===== config.mk =====
export PLATFORM = sky130hd
export DESIGN_NAME = skin_div_arbiter_flat
export DESIGN_NICKNAME = d
export VERILOG_FILES = /design/src/rtl/skin_div_arbiter_if.sv /design/src/rtl/skin_div_arbiter.sv /design/src/flat_wrapper.sv
export SDC_FILE = /design/constraint.sdc
export NUM_CORES = 1
export LEC_CHECK = 0
export BUFFER_PORTS_ARGS = -buffer_cell sky130_fd_sc_hd__clkbuf_2
export CORE_AREA = 8 8 128 130
export CTS_BUF_LIST = sky130_fd_sc_hd__clkbuf_4 sky130_fd_sc_hd__clkbuf_8
export CTS_CLUSTER_DIAMETER = 120
export DETAILED_ROUTE_END_ITERATION = 8
export DIE_AREA = 0 0 136 138
export GPL_TIMING_DRIVEN = 0
export PLACE_DENSITY_LB_ADDON = 0.12
export SYNTH_ARGS = -nofsm -noshare
export SYNTH_HDL_FRONTEND = slang
export SYNTH_SLANG_ARGS = --single-unit

===== constraint.sdc =====
create_clock -name clk -period 1.8 [get_ports clk]
set_input_delay 0.36 -clock clk [delete_from_list [all_inputs] [get_ports clk]]
set_output_delay 0.36 -clock clk [all_outputs]
set_load 0.01 [all_outputs]

===== src/rtl/skin_div_arbiter_if.sv =====
// skin_div_arbiter_if
//   Bundles the two requester handshakes (Cb, Cr), the shared divider
//   issue/return bus, the two result strobes and the busy flag.
//   slave  : arbiter view (takes requests, drives divider and results)
//   master : environment view (requesters, divider core, result sinks)
interface skin_div_arbiter_if #(
    parameter int DW = 18
);
    logic          cb_req_valid;
    logic          cb_req_ready;
    logic [DW-1:0] cb_dividend;
    logic [DW-1:0] cb_divisor;
    logic          cr_req_valid;
    logic          cr_req_ready;
    logic [DW-1:0] cr_dividend;
    logic [DW-1:0] cr_divisor;
    logic          div_rfd;
    logic          div_nd;
    logic [DW-1:0] div_dividend;
    logic [DW-1:0] div_divisor;
    logic [DW-1:0] div_quotient;
    logic          cb_res_valid;
    logic [DW-1:0] cb_res_quotient;
    logic          cr_res_valid;
    logic [DW-1:0] cr_res_quotient;
    logic          busy;

    modport slave (
        input  cb_req_valid, cb_dividend, cb_divisor,
        input  cr_req_valid, cr_dividend, cr_divisor,
        input  div_rfd, div_quotient,
        output cb_req_ready, cr_req_ready,
        output div_nd, div_dividend, div_divisor,
        output cb_res_valid, cb_res_quotient,
        output cr_res_valid, cr_res_quotient,
        output busy
    );

    modport master (
        output cb_req_valid, cb_dividend, cb_divisor,
        output cr_req_valid, cr_dividend, cr_divisor,
        output div_rfd, div_quotient,
        input  cb_req_ready, cr_req_ready,
        input  div_nd, div_dividend, div_divisor,
        input  cb_res_valid, cb_res_quotient,
        input  cr_res_valid, cr_res_quotient,
        input  busy
    );
endinterface


===== src/rtl/skin_div_arbiter.sv =====
// skin_div_arbiter
//   Shares one fixed-latency pipelined divider between the Cb and Cr
//   transform paths. Round-robin grant, one request per cycle; a tag
//   pipeline running in lock-step with the divider remembers the owner
//   and divide-by-zero status of each in-flight slot and steers the
//   returning quotient to the right result register.
// Ports:
//   clk  - clock
//   rst  - synchronous active-high reset
//   bus  - skin_div_arbiter_if.slave: Cb/Cr request handshakes, divider
//          issue (div_rfd/div_nd/operands) and return (div_quotient),
//          Cb/Cr result strobes + quotients, busy
// DIV_LATENCY must be >= 2.
module skin_div_arbiter #(
    parameter int DW          = 18,
    parameter int DIV_LATENCY = 20
) (
    input  logic              clk,
    input  logic              rst,
    skin_div_arbiter_if.slave bus
);
    localparam int LAST = DIV_LATENCY - 1;

    // priority pointer: 0 = Cb wins a tie, 1 = Cr wins a tie
    logic ptr_q, ptr_d;

    // tag pipeline, bit i = stage i
    logic [DIV_LATENCY-1:0] tag_vld_q, tag_vld_d;
    logic [DIV_LATENCY-1:0] tag_own_q, tag_own_d;
    logic [DIV_LATENCY-1:0] tag_zero_q, tag_zero_d;

    logic          cb_res_valid_q, cb_res_valid_d;
    logic          cr_res_valid_q, cr_res_valid_d;
    logic [DW-1:0] cb_res_quotient_q, cb_res_quotient_d;
    logic [DW-1:0] cr_res_quotient_q, cr_res_quotient_d;
    logic          busy_q, busy_d;

    logic          grant_cb, grant_cr;
    logic [DW-1:0] issue_dividend, issue_divisor;
    logic [DW-1:0] ret_quotient;

    always_comb begin
        // Grant is combinational in the request cycle; rst masks it so
        // nothing is issued while the tag pipeline is being cleared.
        grant_cb = ~rst & bus.div_rfd & bus.cb_req_valid
                 & (~bus.cr_req_valid | ~ptr_q);
        grant_cr = ~rst & bus.div_rfd & bus.cr_req_valid
                 & (~bus.cb_req_valid | ptr_q);

        ptr_d = ptr_q;
        if (grant_cb)      ptr_d = 1'b1;
        else if (grant_cr) ptr_d = 1'b0;

        issue_dividend = '0;
        issue_divisor  = '0;
        if (grant_cb) begin
            issue_dividend = bus.cb_dividend;
            issue_divisor  = bus.cb_divisor;
        end else if (grant_cr) begin
            issue_dividend = bus.cr_dividend;
            issue_divisor  = bus.cr_divisor;
        end

        // Tags shift every cycle regardless of div_rfd so they stay
        // aligned with the divider's own pipeline.
        tag_vld_d  = {tag_vld_q[LAST-1:0],  grant_cb | grant_cr};
        tag_own_d  = {tag_own_q[LAST-1:0],  grant_cr};
        tag_zero_d = {tag_zero_q[LAST-1:0], (grant_cb | grant_cr) & (issue_divisor == '0)};

        // Divide-by-zero slots return all-ones whatever the core produced.
        ret_quotient = tag_zero_q[LAST] ? {DW{1'b1}} : bus.div_quotient;

        cb_res_valid_d    = tag_vld_q[LAST] & ~tag_own_q[LAST];
        cr_res_valid_d    = tag_vld_q[LAST] &  tag_own_q[LAST];
        cb_res_quotient_d = cb_res_valid_d ? ret_quotient : cb_res_quotient_q;
        cr_res_quotient_d = cr_res_valid_d ? ret_quotient : cr_res_quotient_q;

        // Built from next-state values so busy falls the cycle after the
        // last result strobe.
        busy_d = (|tag_vld_d) | cb_res_valid_d | cr_res_valid_d;
    end

    always_ff @(posedge clk) begin
        if (rst) begin
            ptr_q             <= 1'b0;
            tag_vld_q         <= '0;
            tag_own_q         <= '0;
            tag_zero_q        <= '0;
            cb_res_valid_q    <= 1'b0;
            cr_res_valid_q    <= 1'b0;
            cb_res_quotient_q <= '0;
            cr_res_quotient_q <= '0;
            busy_q            <= 1'b0;
        end else begin
            ptr_q             <= ptr_d;
            tag_vld_q         <= tag_vld_d;
            tag_own_q         <= tag_own_d;
            tag_zero_q        <= tag_zero_d;
            cb_res_valid_q    <= cb_res_valid_d;
            cr_res_valid_q    <= cr_res_valid_d;
            cb_res_quotient_q <= cb_res_quotient_d;
            cr_res_quotient_q <= cr_res_quotient_d;
            busy_q            <= busy_d;
        end
    end

    assign bus.cb_req_ready    = grant_cb;
    assign bus.cr_req_ready    = grant_cr;
    assign bus.div_nd          = grant_cb | grant_cr;
    assign bus.div_dividend    = issue_dividend;
    assign bus.div_divisor     = issue_divisor;
    assign bus.cb_res_valid    = cb_res_valid_q;
    assign bus.cr_res_valid    = cr_res_valid_q;
    assign bus.cb_res_quotient = cb_res_quotient_q;
    assign bus.cr_res_quotient = cr_res_quotient_q;
    assign bus.busy            = busy_q;
endmodule


===== src/flat_wrapper.sv =====
// flat-port wrapper written by rule: the top's interface ports become plain ports
module skin_div_arbiter_flat 
#(
    parameter int DW          = 18,
    parameter int DIV_LATENCY = 20
)
  (clk, rst, bus_cb_req_valid, bus_cb_dividend, bus_cb_divisor, bus_cr_req_valid, bus_cr_dividend, bus_cr_divisor, bus_div_rfd, bus_div_quotient, bus_cb_req_ready, bus_cr_req_ready, bus_div_nd, bus_div_dividend, bus_div_divisor, bus_cb_res_valid, bus_cb_res_quotient, bus_cr_res_valid, bus_cr_res_quotient, bus_busy);
  skin_div_arbiter_if #(.DW(DW)) bus_i ();
  input  logic clk;
  input  logic rst;
  input wire logic [$bits(bus_i.cb_req_valid)-1:0] bus_cb_req_valid;
  input wire logic [$bits(bus_i.cb_dividend)-1:0] bus_cb_dividend;
  input wire logic [$bits(bus_i.cb_divisor)-1:0] bus_cb_divisor;
  input wire logic [$bits(bus_i.cr_req_valid)-1:0] bus_cr_req_valid;
  input wire logic [$bits(bus_i.cr_dividend)-1:0] bus_cr_dividend;
  input wire logic [$bits(bus_i.cr_divisor)-1:0] bus_cr_divisor;
  input wire logic [$bits(bus_i.div_rfd)-1:0] bus_div_rfd;
  input wire logic [$bits(bus_i.div_quotient)-1:0] bus_div_quotient;
  output wire logic [$bits(bus_i.cb_req_ready)-1:0] bus_cb_req_ready;
  output wire logic [$bits(bus_i.cr_req_ready)-1:0] bus_cr_req_ready;
  output wire logic [$bits(bus_i.div_nd)-1:0] bus_div_nd;
  output wire logic [$bits(bus_i.div_dividend)-1:0] bus_div_dividend;
  output wire logic [$bits(bus_i.div_divisor)-1:0] bus_div_divisor;
  output wire logic [$bits(bus_i.cb_res_valid)-1:0] bus_cb_res_valid;
  output wire logic [$bits(bus_i.cb_res_quotient)-1:0] bus_cb_res_quotient;
  output wire logic [$bits(bus_i.cr_res_valid)-1:0] bus_cr_res_valid;
  output wire logic [$bits(bus_i.cr_res_quotient)-1:0] bus_cr_res_quotient;
  output wire logic [$bits(bus_i.busy)-1:0] bus_busy;
  assign bus_i.cb_req_valid = bus_cb_req_valid;
  assign bus_i.cb_dividend = bus_cb_dividend;
  assign bus_i.cb_divisor = bus_cb_divisor;
  assign bus_i.cr_req_valid = bus_cr_req_valid;
  assign bus_i.cr_dividend = bus_cr_dividend;
  assign bus_i.cr_divisor = bus_cr_divisor;
  assign bus_i.div_rfd = bus_div_rfd;
  assign bus_i.div_quotient = bus_div_quotient;
  assign bus_cb_req_ready = bus_i.cb_req_ready;
  assign bus_cr_req_ready = bus_i.cr_req_ready;
  assign bus_div_nd = bus_i.div_nd;
  assign bus_div_dividend = bus_i.div_dividend;
  assign bus_div_divisor = bus_i.div_divisor;
  assign bus_cb_res_valid = bus_i.cb_res_valid;
  assign bus_cb_res_quotient = bus_i.cb_res_quotient;
  assign bus_cr_res_valid = bus_i.cr_res_valid;
  assign bus_cr_res_quotient = bus_i.cr_res_quotient;
  assign bus_busy = bus_i.busy;
  skin_div_arbiter #(.DW(DW), .DIV_LATENCY(DIV_LATENCY)) u_core (.clk(clk), .rst(rst), .bus(bus_i));
endmodule

After elaboration in Yosys (flattened, before gate mapping)
Cells that the tools add are included.
{"block": "word_totals", "inputBits": 95, "out_inout_bits": 78, "reg_bits": 100, "wordCells": 37}
{"block": "classes", "n_reduce_logical": 3, "muxes": 7, "bitwise": 18}
{"operator": "18-bit 2-to-1 mux", "count": 5}
{"operator": "20-bit OR reduction", "count": 1}
{"operator": "18-bit zero test", "count": 1}
{"operator": "1-bit AND", "count": 8}
{"operator": "1-bit NOT", "count": 5}
{"operator": "1-bit bitwise OR", "count": 5}
{"operator": "1-bit 2-to-1 mux", "count": 2}
{"operator": "2-bit nonzero test", "count": 1}

Longest topological paths before layout
{"block": "logic_depth", "word_depth": 8, "depth_mapped": 6, "mapped_depth_nobuf": 4}

Least setup slack after synthesis
Ideal clock, no wire load.
{"block": "synth_timing", "path_kind": "in2out", "startpoint": "input port rst", "endpoint": "output port bus_div_divisor[10]", "t_arrival_ps": 1287, "required_time_ps": 1440, "stages": 6, "n_path_buf": 3, "setup_slack_ps": 153, "cell_sequence": "buf_6 -> nor2b_2 -> and3_1 -> buf_4 -> buf_4 -> a22o_1"}
{"block": "synth_between", "elab_chain_len": 6, "word_cells_on_any_way": 8, "classes_between": "mux (2); bitwise (6)"}
{"element": "start: declaration", "line": "flat_wrapper.sv:10", "text": "input logic rst;"}
{"element": "1-bit NOT", "line": "skin_div_arbiter.sv:47", "text": "grant_cr = ~rst & bus.div_rfd & bus.cr_req_valid"}
{"element": "1-bit AND (2 in series)", "line": "skin_div_arbiter.sv:47"}
{"element": "1-bit AND", "line": "skin_div_arbiter.sv:48", "text": "& (~bus.cb_req_valid | ptr_q);"}
{"element": "named net bus_cr_req_ready", "line": "flat_wrapper.sv:20", "text": "output wire logic [$bits(bus_i.cr_req_ready)-1:0] bus_cr_req_ready;"}
{"element": "18-bit 2-to-1 mux", "line": "skin_div_arbiter.sv:59", "text": "end else if (grant_cr) begin"}
{"element": "18-bit 2-to-1 mux", "line": "skin_div_arbiter.sv:56", "text": "if (grant_cb) begin"}
{"element": "end: declaration", "line": "flat_wrapper.sv:23", "text": "output wire logic [$bits(bus_i.div_divisor)-1:0] bus_div_divisor;"}
The timed path passes the listed nets, and every way through them passes these cells.

Worst setup path in the final report
{"block": "layout_timing", "startpoint": "register u_core.ptr_q", "endpoint": "output port bus_div_divisor[0]"}
{"block": "layout_between", "elab_chain_len": 4, "word_cells_on_any_way": 7, "classes_between": "mux (2); bitwise (5)"}
{"element": "start: declaration", "line": "skin_div_arbiter.sv:25", "text": "logic ptr_q, ptr_d;"}
{"element": "start signal: assignment", "line": "skin_div_arbiter.sv:95", "text": "ptr_q <= ptr_d;"}
{"element": "1-bit bitwise OR / 1-bit NOT (equally long branches)", "line": "skin_div_arbiter.sv:48, skin_div_arbiter.sv:46"}
{"element": "1-bit AND / 1-bit bitwise OR (equally long branches)", "line": "skin_div_arbiter.sv:48, skin_div_arbiter.sv:46"}
{"element": "18-bit 2-to-1 mux / 1-bit AND (equally long branches)", "line": "skin_div_arbiter.sv:59, skin_div_arbiter.sv:46"}
{"element": "18-bit 2-to-1 mux *", "line": "skin_div_arbiter.sv:56"}
Mark *: on every way between the ends. The rest lies on a longest branch, timed or not.

==> metrics <==
drt pass-1 iters=4; Slew Limit Headroom=60.2%; DRC viols=0; Post-Syn Nets=442; top cell type's share of synthesized area=56.8%; Overflow after GRT=0; Sw Share=23.5%; f_max=519 MHz; cell family with most CP delay=buffers and inverters; clock power share=32.9%; drt total wl=10500 um; Post-DP Area=4610 um^2; Synth Register Bits=100; CTS Sinks=100; Int Pwr=2.96 mW; Worst-path clk slew=0.08 ns; asr flop ratio synth=0%; drt via density=4.41; crit path launch type=register; peak supply drop=0.272 mV; Pwr Density=775 nW/um^2; Arr. time, crit path=1.57 ns; core region area=14300 um^2; Buf/Inv on CP=3; Die H=138 um; total chip power=3.87 mW; gr usage total=10.9%; CTS Buffer Depth=2; Die Span X=136 um; Seq/Total Area, Yosys=56.8%; DRT iter0 DRCs=103; most frequent cells after synthesis=dfxtp_1 (100), nor2b_1 (60), nor2_1 (54); worst clock skew=0.0118 ns; Hold Path Class=input port to register; crit path cell chain=nand2b_4 -> and3_4 -> buf_12 -> clkbuf_16 -> a22o_1 -> clkbuf_2; Final Hold Fails=0; largest net degree at the start of global routing=16; TritonCTS clock tree=built; Area Growth Syn to Fin=41.7%; CP max FO=7; Area contributors post-synth=dfxtp_1 (57%), nor2b_1 (11%), a22o_1 (8.9%), a211oi_1 (7.7%), nor2_1 (5.8%); ant diodes=0; DR WL/cell=14.4 um; share of layout cells above drive strength 1=40.1%; synth unique cells=24; Worst Path Required=1.44 ns; nets@finish=633; crit path kind=register to output port; Logic pwr share=9.5%; MaxCap Viol Count=0; Yosys Warn Count=0; Syn Inst Count=347; vias=3204; Worst setup EP type=output port; violated checks=setup timing; ratio of final minimum period to clock period=107%; initial core utilization=24.6%; unrepaired setup endpoints after global routing=true; most numerous cell in the Yosys netlist=dfxtp_1; fin. max-slew vios=0; static leakage=2.24 nW; Rows=44; ANT nets after route=0; final setup fails=33; initial antenna violation count=0; largest area contributor in the synthesized netlist=dfxtp_1; count of buffers from port buffering=171; root buffer cell=clkbuf_8; Worst Setup Slack, final=-0.127 ns; H-tree levels=3; Worst-Skew Late Latency=0.35 ns; post-route design area=4990 um^2; Crit-path slowest cell=dfxtp_2; Total Die Area=18800 um^2; Avg Inst Size Synth=10.2 um^2; post-synthesis cell area=3520 um^2; Placer Congestion=0.720; sequential share of power=57.5%; post-DP HPWL=8050 um; num ports=173; largest stage delay on the critical path=0.34 ns; first-pass GRT wire length=16900 um; Net Switching=910 uW; run status=complete, but fails checks; ys flop type=dfxtp_1; minimum clock period=1.93 ns; total CTS buffers=9; vias in the first global route=3476; EDFF count, synth=0; worst slew pin tran=0.591 ns; hold buffers post-CTS=0
## layer usage
layer  vias up  routed length, um  global-route usage [%]
li1       1592                  -                       -
met1      1457               4490                    12.8
met2       144               4600                    17.1
met3        11               1250                    5.07
met4         0                154                    3.70
met5         -                  0                       0
## layout by cell type, fill, tap and decap left out, types with 2 or more instances in the layout
cell type and n:
clkbuf_2 159, dfxtp_1 99, nor2b_1 60, nor2_1 54, a22o_1 36, a211oi_1 36, buf_2 14, nor4_1 13
buf_6 10, clkbuf_1 10, clkbuf_8 9, buf_4 6, buf_8 5, clkbuf_4 3, nand2_1 2, and3_4 2
inv_1 2, buf_12 2, nand4_1 2, and3_1 2, buf_1 2, clkinv_2 2
## layout make-up
| type | count | area (um^2) |
|---|---|---|
| tap | 184 | 230 |
| sequential | 100 | 2000 |
| multi-input combinational | 216 | 1370 |
| timing repair buffer | 180 | 995 |
| clock buffer | 12 | 146 |
| inverter | 2 | 7.51 |
| buffer | 29 | 214 |
| fill | 1503 | 9320 |
| clock inverter | 4 | 26.3 |
## final timing paths
check / from / end / slack [ns] / depth (start not counted)
worst max-delay path: u_core.ptr_q / bus_div_divisor[0] / -0.13 / 6
worst min-delay path: bus_cr_req_valid / u_core.tag_own_q[0] / 0.30 / 2
worst max register to register: u_core.tag_vld_q[19] / u_core.bus.cb_res_quotient[7] / 0.37 / 4
worst min register to register: u_core.tag_zero_q[12] / u_core.tag_zero_q[13] / 0.43 / 1
## logic make-up after synthesis
kind of cell	share of synthesized area (%)
and+or+nand+nor	21.2
buffers and inverters	4.65
AOI/OAI and AO/OA	17.4
DFF	56.8
## sequential cells by signal (all words and copies together) (netlist names)
register / cells
u_core.tag_zero_q: 20
u_core.tag_own_q: 20
u_core.bus.cb_res_valid: 1
u_core.bus.cr_res_quotient: 18
u_core.bus.cr_res_valid: 1
u_core.bus.busy: 1
u_core.bus.cb_res_quotient: 18
u_core.ptr_q: 1
u_core.tag_vld_q: 20
## stage by stage
step | utilization (%) | instances | TNS, ns | worst slack (ns) | hold WS (ns)
6_report | 34.9 | 727 | -3.67 | -0.127 | 0.301
5_1_grt | 34.9 | 727 | -6.65 | -0.205 | 0.287
4_1_cts | 34.3 | 725 | -4.20 | -0.136 | 0.267
3_5_place_dp | 32.2 | 702 | -1.77 | -0.0746 | 0.422
3_3_place_gp | 32.2 | 702 | -1.44 | -0.0611 | 0.416
2_1_floorplan | - | 347 | 0 | 0.153 | 0.414
## power by group through the flow
stage	Sequential [mW]	Clock, mW	Combinational [mW]
2_1_floorplan	2.28	0	0.145
3_3_place_gp	2.28	0	0.332
3_5_place_dp	2.28	0	0.333
4_1_cts	2.23	1.34	0.358
5_1_grt	2.23	1.43	0.405
6_report	2.23	1.27	0.368
## repair_timing
item | in CTS | in global routing
pin swaps | 1 | 10
setup buffers | 7 | 1
gates resized for setup | 17 | 23
gates cloned | 0 | 1
setup endpoints to repair | 36 | 38
Power figures use the tool's default switching activity.
